[src/rtl/interrupt_sequencer.sv]
// Arbitrates ext/timer/soft machine interrupts into one registered one-hot request for execute.
// Optional build macro INT_SYNC_EN adds a 2-flop synchronizer on i_int_ext.
module interrupt_sequencer #(
  parameter int unsigned HOLDOFF_CYCLES = 2,
  parameter int unsigned CAUSE_W        = 4
) (
  input  logic               i_clk,
  input  logic               i_rst_n,
  input  logic               i_int_ext,
  input  logic               i_int_timer,
  input  logic               i_int_soft,
  input  logic [2:0]         i_mie,
  input  logic               i_gie,
  input  logic               i_stall,
  input  logic               i_ack,
  input  logic               i_flush,
  output logic               o_int_ext,
  output logic               o_int_timer,
  output logic               o_int_soft,
  output logic [CAUSE_W-1:0] o_cause,
  output logic [2:0]         o_pending,
  output logic               o_busy
);

  localparam logic [1:0] IDLE    = 2'd0;
  localparam logic [1:0] REQ     = 2'd1;
  localparam logic [1:0] TAKEN   = 2'd2;
  localparam logic [1:0] HOLDOFF = 2'd3;

  localparam int unsigned CNT_W = (HOLDOFF_CYCLES > 2) ? $clog2(HOLDOFF_CYCLES) : 1;
  localparam logic [CNT_W-1:0] CNT_INIT =
    (HOLDOFF_CYCLES > 0) ? CNT_W'(HOLDOFF_CYCLES - 1) : '0;

  localparam logic [CAUSE_W-1:0] CAUSE_EXT   = CAUSE_W'(11);
  localparam logic [CAUSE_W-1:0] CAUSE_TIMER = CAUSE_W'(7);
  localparam logic [CAUSE_W-1:0] CAUSE_SOFT  = CAUSE_W'(3);

  logic [1:0]         r_state, w_state_nxt;
  logic [CNT_W-1:0]   r_cnt, w_cnt_nxt;
  logic [2:0]         r_req, w_req_nxt;
  logic [CAUSE_W-1:0] r_cause, w_cause_nxt;
  logic [1:0]         r_pend_ts;
  logic               w_ext_line;
  logic               w_pend_ext;
  logic [2:0]         w_eligible;
  logic [2:0]         w_win;
  logic [CAUSE_W-1:0] w_win_cause;
  logic               w_any;

`ifdef INT_SYNC_EN
  logic r_ext_s1, r_ext_s2;

  always_ff @(posedge i_clk or negedge i_rst_n) begin
    if (!i_rst_n) begin
      r_ext_s1 <= 1'b0;
      r_ext_s2 <= 1'b0;
    end else begin
      r_ext_s1 <= i_int_ext;
      r_ext_s2 <= r_ext_s1;
    end
  end

  // The second sync flop already serves as the registered pending bit.
  assign w_ext_line = r_ext_s2;
  assign w_pend_ext = r_ext_s2;
`else
  logic r_pend_ext;

  always_ff @(posedge i_clk or negedge i_rst_n) begin
    if (!i_rst_n) begin
      r_pend_ext <= 1'b0;
    end else begin
      r_pend_ext <= i_int_ext;
    end
  end

  assign w_ext_line = i_int_ext;
  assign w_pend_ext = r_pend_ext;
`endif

  always_ff @(posedge i_clk or negedge i_rst_n) begin
    if (!i_rst_n) begin
      r_pend_ts <= 2'b00;
    end else begin
      r_pend_ts <= {i_int_timer, i_int_soft};
    end
  end

  assign w_eligible = {w_ext_line, i_int_timer, i_int_soft} & i_mie & {3{i_gie}};
  assign w_any      = |w_eligible;

  // Priority ext > soft > timer; bit order is {ext, timer, soft}.
  always_comb begin
    w_win       = 3'b000;
    w_win_cause = '0;
    if (w_eligible[2]) begin
      w_win       = 3'b100;
      w_win_cause = CAUSE_EXT;
    end else if (w_eligible[0]) begin
      w_win       = 3'b001;
      w_win_cause = CAUSE_SOFT;
    end else if (w_eligible[1]) begin
      w_win       = 3'b010;
      w_win_cause = CAUSE_TIMER;
    end
  end

  always_comb begin
    w_state_nxt = r_state;
    w_cnt_nxt   = r_cnt;
    w_req_nxt   = r_req;
    w_cause_nxt = r_cause;
    case (r_state)
      IDLE: begin
        if (w_any && !i_stall) begin
          w_state_nxt = REQ;
          w_req_nxt   = w_win;
          w_cause_nxt = w_win_cause;
        end
      end
      REQ: begin
        // Stall freezes the request; otherwise ack wins over any flush.
        if (!i_stall) begin
          if (i_ack) begin
            w_state_nxt = TAKEN;
            w_req_nxt   = 3'b000;
            w_cause_nxt = '0;
          end else if (w_any) begin
            w_req_nxt   = w_win;
            w_cause_nxt = w_win_cause;
          end else begin
            w_state_nxt = IDLE;
            w_req_nxt   = 3'b000;
            w_cause_nxt = '0;
          end
        end
      end
      TAKEN: begin
        if (i_flush) begin
          if (HOLDOFF_CYCLES == 0) begin
            w_state_nxt = IDLE;
          end else begin
            w_state_nxt = HOLDOFF;
            w_cnt_nxt   = CNT_INIT;
          end
        end
      end
      HOLDOFF: begin
        // Final holdoff cycle arbitrates like IDLE so the request lands right after holdoff.
        if (r_cnt != '0) begin
          w_cnt_nxt = r_cnt - CNT_W'(1);
        end else if (w_any && !i_stall) begin
          w_state_nxt = REQ;
          w_req_nxt   = w_win;
          w_cause_nxt = w_win_cause;
        end else begin
          w_state_nxt = IDLE;
        end
      end
      default: begin
        w_state_nxt = IDLE;
        w_cnt_nxt   = '0;
        w_req_nxt   = 3'b000;
        w_cause_nxt = '0;
      end
    endcase
  end

  always_ff @(posedge i_clk or negedge i_rst_n) begin
    if (!i_rst_n) begin
      r_state <= IDLE;
      r_cnt   <= '0;
      r_req   <= 3'b000;
      r_cause <= '0;
    end else begin
      r_state <= w_state_nxt;
      r_cnt   <= w_cnt_nxt;
      r_req   <= w_req_nxt;
      r_cause <= w_cause_nxt;
    end
  end

  assign o_int_ext   = r_req[2];
  assign o_int_timer = r_req[1];
  assign o_int_soft  = r_req[0];
  assign o_cause     = r_cause;
  assign o_pending   = {w_pend_ext, r_pend_ts};
  assign o_busy      = (r_state != IDLE);

endmodule

[config.mk]
export PLATFORM = sky130hd
export DESIGN_NAME = interrupt_sequencer
export DESIGN_NICKNAME = d
export VERILOG_FILES = /design/src/rtl/interrupt_sequencer.sv
export SDC_FILE = /design/constraint.sdc
export NUM_CORES = 1
export LEC_CHECK = 0
export ABC_AREA = 0
export BUFFER_PORTS_ARGS = -buffer_cell sky130_fd_sc_hd__buf_2
export CAP_MARGIN = 10
export CORE_AREA = 5 5 42 44
export CTS_BUF_LIST = sky130_fd_sc_hd__clkbuf_8
export DETAILED_ROUTE_END_ITERATION = 16
export DIE_AREA = 0 0 47 49
export GPL_TIMING_DRIVEN = 0
export PLACE_DENSITY = 0.69
export SLEW_MARGIN = 20
export SYNTH_ARGS = -nofsm -noshare
export SYNTH_HDL_FRONTEND = slang
export SYNTH_SLANG_ARGS = --single-unit
[constraint.sdc]
create_clock -name i_clk -period 1.85 [get_ports i_clk]
set_clock_uncertainty 0.05 [all_clocks]
set_input_delay 0.37 -clock i_clk [delete_from_list [all_inputs] [get_ports i_clk]]
set_output_delay 0.37 -clock i_clk [all_outputs]
set_load 0.05 [all_outputs]
; Yosys cells after proc, flatten, opt, wreduce, memory -nomap -nowiden
; Cells that the tools add are included.
[word_totals]
in_bits = 12
wordCells = 56
latch_bits = 0
mem_bits_ro = 0
ram_bits = 0
out_inout_bits = 11
mem_count = 0
register_bits = 13
[classes]
eq_ne = 8
muxes = 29
shift = 0
add_sub_neg = 1
order_cmp = 0
mul = 0
bitwise = 2
n_reduce_logical = 10
div = 0
[ops]
columns = cell, n
row1 = $mux W3, 9
row2 = $mux W4, 6
row3 = $mux W2, 7
row4 = $pmux W4 S3, 1
row5 = $pmux W3 S3, 1
row6 = $ne A2 B2 Y1 const B, 4
row7 = $pmux W2 S4, 1
row8 = $and A3 B3 Y3, 2
row9 = $reduce_and A5 Y1, 1
row10 = $eq A2 B2 Y1 const B, 2
row11 = $reduce_bool A2 Y1, 2
row12 = $mux W1, 3
row13 = $ne A3 B3 Y1 const B, 1
row14 = $reduce_and A3 Y1, 1
row15 = $reduce_bool A3 Y1, 1
row16 = $reduce_or A3 Y1, 1
row17 = $eq A2 B1 Y1 const B, 1
row18 = $logic_not A2 Y1, 1
row19 = $pmux W1 S2, 1
row20 = $reduce_and A2 Y1, 1
row21 = $logic_and A1 B1 Y1, 1
row22 = $logic_not A1 Y1, 1
row23 = $sub A1 B1 Y1 const B, 1

; Logic depth before layout (Yosys ltp)
; Gate-level depths: netlist of the first run.
[logic_depth]
word_depth = 9
mapped_depth = 5
ltp_nobuf = 4

; Worst setup path after synthesis of the first run
; OpenSTA, ideal clock, no wires.
[synth_timing]
path_type = reg2reg
start = register (tool-made name)
end = register r_cause[2], in the netlist o_cause[2]
setup_time_ps = 125
setup_slack_ps = 460
synth_period_minus_slack_ps = 1390
t_arrival_ps = 1215
t_required_ps = 1675
stages_incl_launch_ff = 6
path_buffers = 1
path_cell_list = dfrtp_1 > buf_2 > nand3b_1 > nand2_2 > and4bb_1 > mux2_2
[synth_lines]
columns = element, line
row1 = end signal: assignment, 179  ; r_cause <= w_cause_nxt;
row2 = end: declaration, 41  ; logic [CAUSE_W-1:0] r_cause, w_cause_nxt;

==> results of run 1 <==
## report_power, final
part	internal [W]	switching (W)	leakage [nW]
clock	0.000142	0.0000781	0.0216
sequential	0.000280	0.0000514	0.125
combinational	0.000169	0.000370	0.213
total	0.000590	0.000499	0.360
## registers in the layout, indices dropped and copies added, names as in the netlist, named ones only
name        count
o_cause         2
r_pend_ts       2
r_req           2
r_cnt           1
r_pend_ext      1
r_state         1
## placed cells by master (no fill, tap or decap), types with 2 or more instances in the layout
cell type,instances
a21oi_1,2
a21oi_2,2
buf_2,23
mux2_1,2
nand3_1,2
dfrtp_1,10
clkbuf_8,3
nand3b_1,2
nand2_1,5
buf_4,4
nor2_1,3
## logic make-up (layout without fill, tap and decap cells)
kind of cell / after synthesis / after routing
compound gates: 8 / 8
buf+inv: 7 / 33
flops: 10 / 10
mux: 4 / 4
simple gates: 19 / 19
## routing by layer
metal	routed length, um	GRT usage [%]
met5	0	0
met4	39	8.295
met3	103	3.321
met2	467	15.16
met1	470	14.09
## through the flow
step                utilization, %  setup WS, ns   power, W
CTS                          49.29        0.2940   0.001101
floorplan                        -        0.4605  0.0007558
global route                 49.29        0.2560   0.001150
detailed placement           45.63        0.3281  0.0008716
global placement             45.63        0.3519  0.0008605
finish                       49.29        0.3025   0.001090
## layout make-up
class,instances,area (um2),share of cell area (%)
multi-input cells,31,216.5,31.34
repair buffers,23,120.1,17.39
well taps,16,20.02,2.899
flip-flops and latches,10,250.2,36.23
inverters,2,7.507,1.087
plain buffers,5,35.03,5.072
clock buffers,3,41.29,5.978
## worst reg2reg max path: cells and delay by family, from the launching register on
family                 cells  cell delay [ns]
buffers and inverters      1             0.17
flip-flops                 1             0.34
multiplexers               1             0.25
AND/OR/NAND/NOR            3             0.55
## worst paths after layout
kind / startpoint / to / slack [ns]
max: register / o_busy / 0.30
min: i_int_ext / r_pend_ext$_DFF_PN0_ / 0.21
max reg2reg: register / o_cause[2]$_DFFE_PN0P_ / 0.38
min reg2reg: r_req[0]$_DFFE_PN0P_ / r_req[0]$_DFFE_PN0P_ / 0.44
max in group asynchronous: i_rst_n / o_cause[1]$_DFFE_PN0P_ / 1.08
min in group asynchronous: i_rst_n / o_cause[2]$_DFFE_PN0P_ / 0.47
## timing repair
action                                 4_1_cts  5_1_grt
setup endpoints to repair                    0        0
endpoints found under the hold margin       10        0
buffers inserted                             0        0
hold buffers                                 1        0
==> results by group, run 1 <==
CTS
  • Clock Latency Late Sink: 0.23 ns
  • H-Tree Level Count: 1
  • CTS tree: done
  • CTS Sinks: 10
  • TritonCTS Buffers: 3
  • Clock transition at path regs: 0.05 ns
  • CTS root buf: clkbuf_8
  • Clk buf depth: 2
  • # resized after CTS: 0

Floorplan
  • CORE AREA: 1401 um2
  • Initial Utilization: 36.34%
  • IO Count: 23
  • Site row count: 14
  • Die H: 49 um
  • Total die area: 2303 um2
  • DIE WIDTH: 47 um

Synth
  • Post-Synth Simple-Gate Area: 22.11%
  • Most common cell in the synthesized netlist: dfrtp_1
  • Post-synth EDFFs: 0
  • Area fraction of the dominant cell type after synthesis: 49.14%
  • Mapped Cells: 48
  • Largest family of logic cells by synthesized area: simple AND/OR/NAND/NOR gates
  • Yosys warning total: 0
  • Synthesized area per cell: 10.61 um2
  • Post-synthesis mux area share: 8.600%
  • Ys flop type: dfrtp_1
  • Mapped Area: 509.2 um2
  • Post-synthesis xor/xnor area fraction: 0%
  • Sequential area share after synthesis: 49.14%
  • Fraction of registers with async set or reset after synthesis: 100.0%
  • Synth Area in Compound Gates: 11.79%
  • Distinct cells, synth: 25
  • Yosys reg bits: 10
  • Syn Nets: 60
  • Synth top cells by count: dfrtp_1 (10), nand2_1 (5), buf_4 (4)
  • Adder-Cell Fraction of Synth Area: 0%
  • Area contributors post-synth: dfrtp_1 (49%), buf_4 (5.9%), mux2_1 (4.4%)
  • Largest area contributor in the netlist: dfrtp_1

Detailed routing
  • Final wirelength: 1081 um
  • Drt first pass iters: 3
  • Average wire per standard cell: 12.01 um
  • Vias: 433
  • Drt via density: 4.811
  • DRT iter0 DRCs: 1
  • Antenna Violating Nets Remaining: 0
  • DR DRC count: 0

Final layout
  • Filler instances: 152
  • Layout cells sized above 1: 50.00%
  • Diode count: 0
  • Layout Nets: 88
  • Area delta synth->final: 35.63%
  • Final Instance Area: 690.7 um2
  • Non-Filler Instances: 90

Critical path
  • Crit path max-delay cell type: dfrtp_1
  • CP most frequent cell: buf_2
  • Required time of the critical path: 1.43 ns
  • Worst path bufs/invs: 3
  • Critical Path, Cell by Cell: buf_2, inv_1, nand2_1, buf_2
  • Critical path arrival: 1.13 ns
  • Largest stage delay on the critical path: 0.31 ns
  • Critical path class: reg -> out
  • Worst R2R Path Depth: 5
  • Worst path depth: 4
  • Crit path max fanout: 9
  • Cell family with most CP delay: buffers and inverters
  • Worst setup SP type: register
  • Worst setup EP type: primary output

Timing
  • Max Fclk: 646.2 MHz
  • Final Hold Viols: 0
  • Slew HR: 68.99%
  • Period utilization: 83.65%
  • # setup viols final: 0
  • Pins Over Slew Limit: 0
  • RSZ-0062 raised after global routing: false
  • Worst Tran Pin Value: 0.4535 ns
  • Tmin final: 1.548 ns
  • Setup_tns: 0 ns
  • Hold slack final: 0.2053 ns

GRT
  • Initial antenna violation count: 0
  • Vias in the first global route: 427
  • Largest net degree at the start of global routing: 11
  • Gr ovfl total: 0
  • GRT Resource Usage Total: 11.10%
  • First-pass GRT wire length: 1787 um

Worst hold path
  • Min-Delay Path Class: in -> reg
  • Hold Path Cell Cnt: 1

Power
  • Pwr dens: 1578 nW/um2
  • Static leakage: 0.3601 nW
  • Max rail drop VDD: 0.7350 mV

Status
  • Status: completed

Placed design
  • IO Port Bufs: 22
  • Area after DPL: 639.4 um2
  • Placed Cells: 86
  • HPWL after detailed placement: 811.2 um
  • RePlAce Congestion: 0.7177

Flow run
  • Max-cap violation count: 0
No activity file was read; power rests on OpenSTA's default activity.
==> inputs of run 2 (changes only) <==
Settings changed: ABC_AREA 0 to 1, PLACE_DENSITY 0.69 to 0.73.
Clock period 1.85 ns to 1.3 ns, I/O delays scaled along.
==> run 2 against run 1 <==
Effect of this change: the flow now finishes with violations (negative setup slack); wire length grew 8.5%; cell area increased by 12%; combinational power is 120% higher; via count rose by 25%; setup slack worse by 0.31 ns; critical path depth is 1 lower; clock power increased by 42%.
==> results by group, run 2 <==
Detailed routing
  • Highest routed metal layer: met4
  • Met2 WL: 617 um (+32%)
  • Metal1 wirelength: 434 um (-7.7%)
  • Drt first pass iters: 4 (+1)
  • Antenna Violating Nets Remaining: 0 (unchanged)
  • Vias: 540 (+25%)
  • Met3 routed WL: 90 um (-13%)
  • Drt via density: 4.821 (+0.21%)
  • Final wirelength: 1173 um (+8.5%)
  • DRT iter0 DRCs: 11 (+10)
  • Average wire per standard cell: 10.47 um (-13%)
  • DR DRC count: 0 (unchanged)

Synth
  • Distinct cells, synth: 15 (-40%)
  • Area contributors post-synth: dfrtp_1 (47%), nand2_1 (14%), nand3_1 (8.5%)
  • Largest area contributor in the netlist: dfrtp_1
  • Synth Area in Compound Gates: 9.716% (-2.1 points)
  • Largest family of logic cells by synthesized area: simple AND/OR/NAND/NOR gates
  • Ys flop type: dfrtp_1
  • Yosys warning total: 0 (unchanged)
  • Most common cell in the synthesized netlist: nand2_1
  • Syn Nets: 79 (+32%)
  • Area fraction of the dominant cell type after synthesis: 47.39% (-1.7 points)
  • Post-synthesis mux area share: 0% (-8.6 points)
  • Sequential area share after synthesis: 47.39% (-1.7 points)
  • Synthesized area per cell: 7.881 um2 (-26%)
  • Fraction of registers with async set or reset after synthesis: 100.0% (unchanged)
  • Post-Synth Simple-Gate Area: 30.09% (+8.0 points)
  • Synth top cells by count: nand2_1 (19), dfrtp_1 (10), nand3_1 (9)
  • Adder-Cell Fraction of Synth Area: 0% (unchanged)
  • Yosys reg bits: 10 (unchanged)
  • Mapped Area: 528.0 um2 (+3.7%)
  • Mapped Cells: 67 (+40%)
  • Post-synth EDFFs: 0 (unchanged)
  • Post-synthesis xor/xnor area fraction: 0% (unchanged)

Placed design
  • HPWL after detailed placement: 855.1 um (+5.4%)
  • Placed Cells: 105 (+22%)
  • RePlAce Congestion: 0.8053 (+12%)
  • IO Port Bufs: 22 (unchanged)

Timing
  • Fin worst setup slack: -0.007574 ns (-0.3100 ns)
  • Max Fclk: 764.8 MHz
  • Tmin final: 1.308 ns
  • RSZ-0062 raised after global routing: true
  • Slew HR: 83.42% (+14 points)
  • Hold slack final: 0.09429 ns (-0.1110 ns)
  • Final Hold Viols: 0 (unchanged)
  • Pins Over Slew Limit: 0 (unchanged)
  • # setup viols final: 1 (+1)
  • Worst Tran Pin Value: 0.2505 ns (-0.2030 ns)
  • Period utilization: 100.6%

Floorplan
  • Total die area: 2303 um2 (unchanged)
  • IO Count: 23 (unchanged)
  • Initial Utilization: 37.68% (+1.3 points)
  • Die H: 49 um (unchanged)
  • CORE AREA: 1401 um2 (unchanged)
  • DIE WIDTH: 47 um (unchanged)
  • Site row count: 14 (unchanged)

Final layout
  • Commonest non-fill, non-tap cell in the layout: buf_2
  • Final core utilization: 55.09% (+5.8 points)
  • Filler instances: 147 (-3.3%)
  • Diode count: 0 (unchanged)
  • Most frequent cells in the layout: buf_2 (20), nand2_1 (19), buf_4 (8), dfrtp_1 (8)
  • Layout cells sized above 1: 46.88% (-3.1 points)
  • Area delta synth->final: 46.21%
  • Layout Nets: 110 (+25%)
  • Non-Filler Instances: 112 (+24%)

Critical path
  • Worst setup EP type: primary output
  • Crit path max fanout: 5 (-4)
  • Cell family with most CP delay: flip-flops
  • Critical Path, Cell by Cell: nor2_2, inv_1, buf_6
  • Largest stage delay on the critical path: 0.43 ns (+0.12 ns)
  • Worst setup SP type: register
  • Critical path class: reg -> out
  • Crit path max-delay cell type: dfrtp_2
  • Critical path arrival: 1.00 ns (-0.13 ns)
  • Required time of the critical path: 0.99 ns (-0.44 ns)
  • Worst path bufs/invs: 2 (-1)

Power
  • Sequential share of power: 25.4% (-5.0 points)
  • Pwr dens: 2625 nW/um2 (+66%)
  • Static leakage: 0.4364 nW (+21%)
  • Clock network power share: 15.4% (-4.8 points)
  • Internal power: 0.001035 W (+75%)
  • Switching pwr: 0.0009910 W (+98%)
  • Logic pwr share: 59.1% (+9.7 points)
  • Max rail drop VDD: 1.396 mV (+90%)
  • Final Power: 0.002026 W (+86%)
  • Switching fraction of total power: 48.91% (+3.1 points)

GRT
  • Gr ovfl total: 0 (unchanged)
  • First-pass GRT wire length: 1980 um (+11%)
  • GRT Resource Usage Total: 11.99% (+0.88 points)
  • Vias in the first global route: 510 (+19%)
  • Largest net degree at the start of global routing: 11 (unchanged)
  • Initial antenna violation count: 0 (unchanged)

CTS
  • Clk buf depth: 2 (unchanged)
  • CTS tree: done
  • Clock Latency Late Sink: 0.23 ns (about the same)
  • H-Tree Level Count: 1 (unchanged)
  • TritonCTS Buffers: 3 (unchanged)
  • Clock transition at path regs: 0.04 ns (about the same)
  • CTS root buf: clkbuf_8
  • CTS Sinks: 10 (unchanged)

Status
  • Status: finished, violations left
  • Failing checks: negative setup slack

Worst hold path
  • Min-Delay Path Class: in -> reg

Flow run
  • Max-cap violation count: 0 (unchanged)
## run 2: cell count changes in the layout (fill, tap and decap cells not counted), sizes merged, moves of 3 or more
cell,change
nand3,+9
nand2,+14
mux2,-3
inv,+6
o21ai,+5
## run 2: final cells by class
type	instances	area [um2]	share of cell area [%]
inverters	8	30.03	3.890
well taps	16	20.02	2.593
plain buffers	4	30.03	3.890
repair buffers	27	158.9	20.58
clock buffers	3	41.29	5.348
multi-input cells	44	239.0	30.96
flip-flops and latches	10	252.7	32.74
## run 2: power by group through the flow
stage	Combinational, W	Sequential (W)	Clock [W]
2_1_floorplan	0.000673	0.000663	0
3_3_place_gp	0.00104	0.000485	0
3_5_place_dp	0.00105	0.000491	0
4_1_cts	0.00114	0.000511	0.000319
5_1_grt	0.00130	0.000532	0.000350
6_report	0.00120	0.000515	0.000313
## run 2: through the flow
stage	setup WS, ns	TNS, ns	cell area, um2
after global routing	-0.07676	-0.2236	772.0
after detailed placement	0.06013	0	658.1
after CTS	0.0008482	0	743.2
after global placement	0.07046	0	658.1
final	-0.007574	-0.007574	772.0
after floorplan	0.08616	0	528.0
## run 2: timing repair
item / 4_1_cts / 5_1_grt
endpoints found under the hold margin: 10 / 0
hold buffers: 1 / 0
setup endpoints to repair: 1 / 8
pin swaps: 1 / 3
buffers inserted: 4 / 0
gates resized for setup: 5 / 6
## run 2: metal layers
metal | GRT usage (%) | up-vias
met5 | 0 | -
met4 | 6.912 | 0
met3 | 3.321 | 5
met2 | 20.14 | 20
met1 | 12.58 | 245
li1 | - | 270
## run 2: kinds of logic after synthesis
group,Yosys count
AOI/OAI and AO/OA,9
and+or+nand+nor,35
DFF,10
buffers and inverters,13
## run 2: final timing paths
| path | end | startpoint | cells past startpoint | slack [ns] |
|---|---|---|---|---|
| max | o_busy | r_state[0]$_DFFE_PN0P_ | 3 | -0.008 |
| min | r_pend_ext$_DFF_PN0_ | i_int_ext | 1 | 0.09 |
| max reg2reg | register | register | 7 | 0.03 |
| min reg2reg | r_req[0]$_DFFE_PN0P_ | r_req[0]$_DFFE_PN0P_ | 2 | 0.44 |
| max in group asynchronous | asynchronous set/reset pin | i_rst_n | 2 | 0.63 |
| min in group asynchronous | r_pend_ts[1]$_DFF_PN0_ | i_rst_n | 2 | 0.37 |
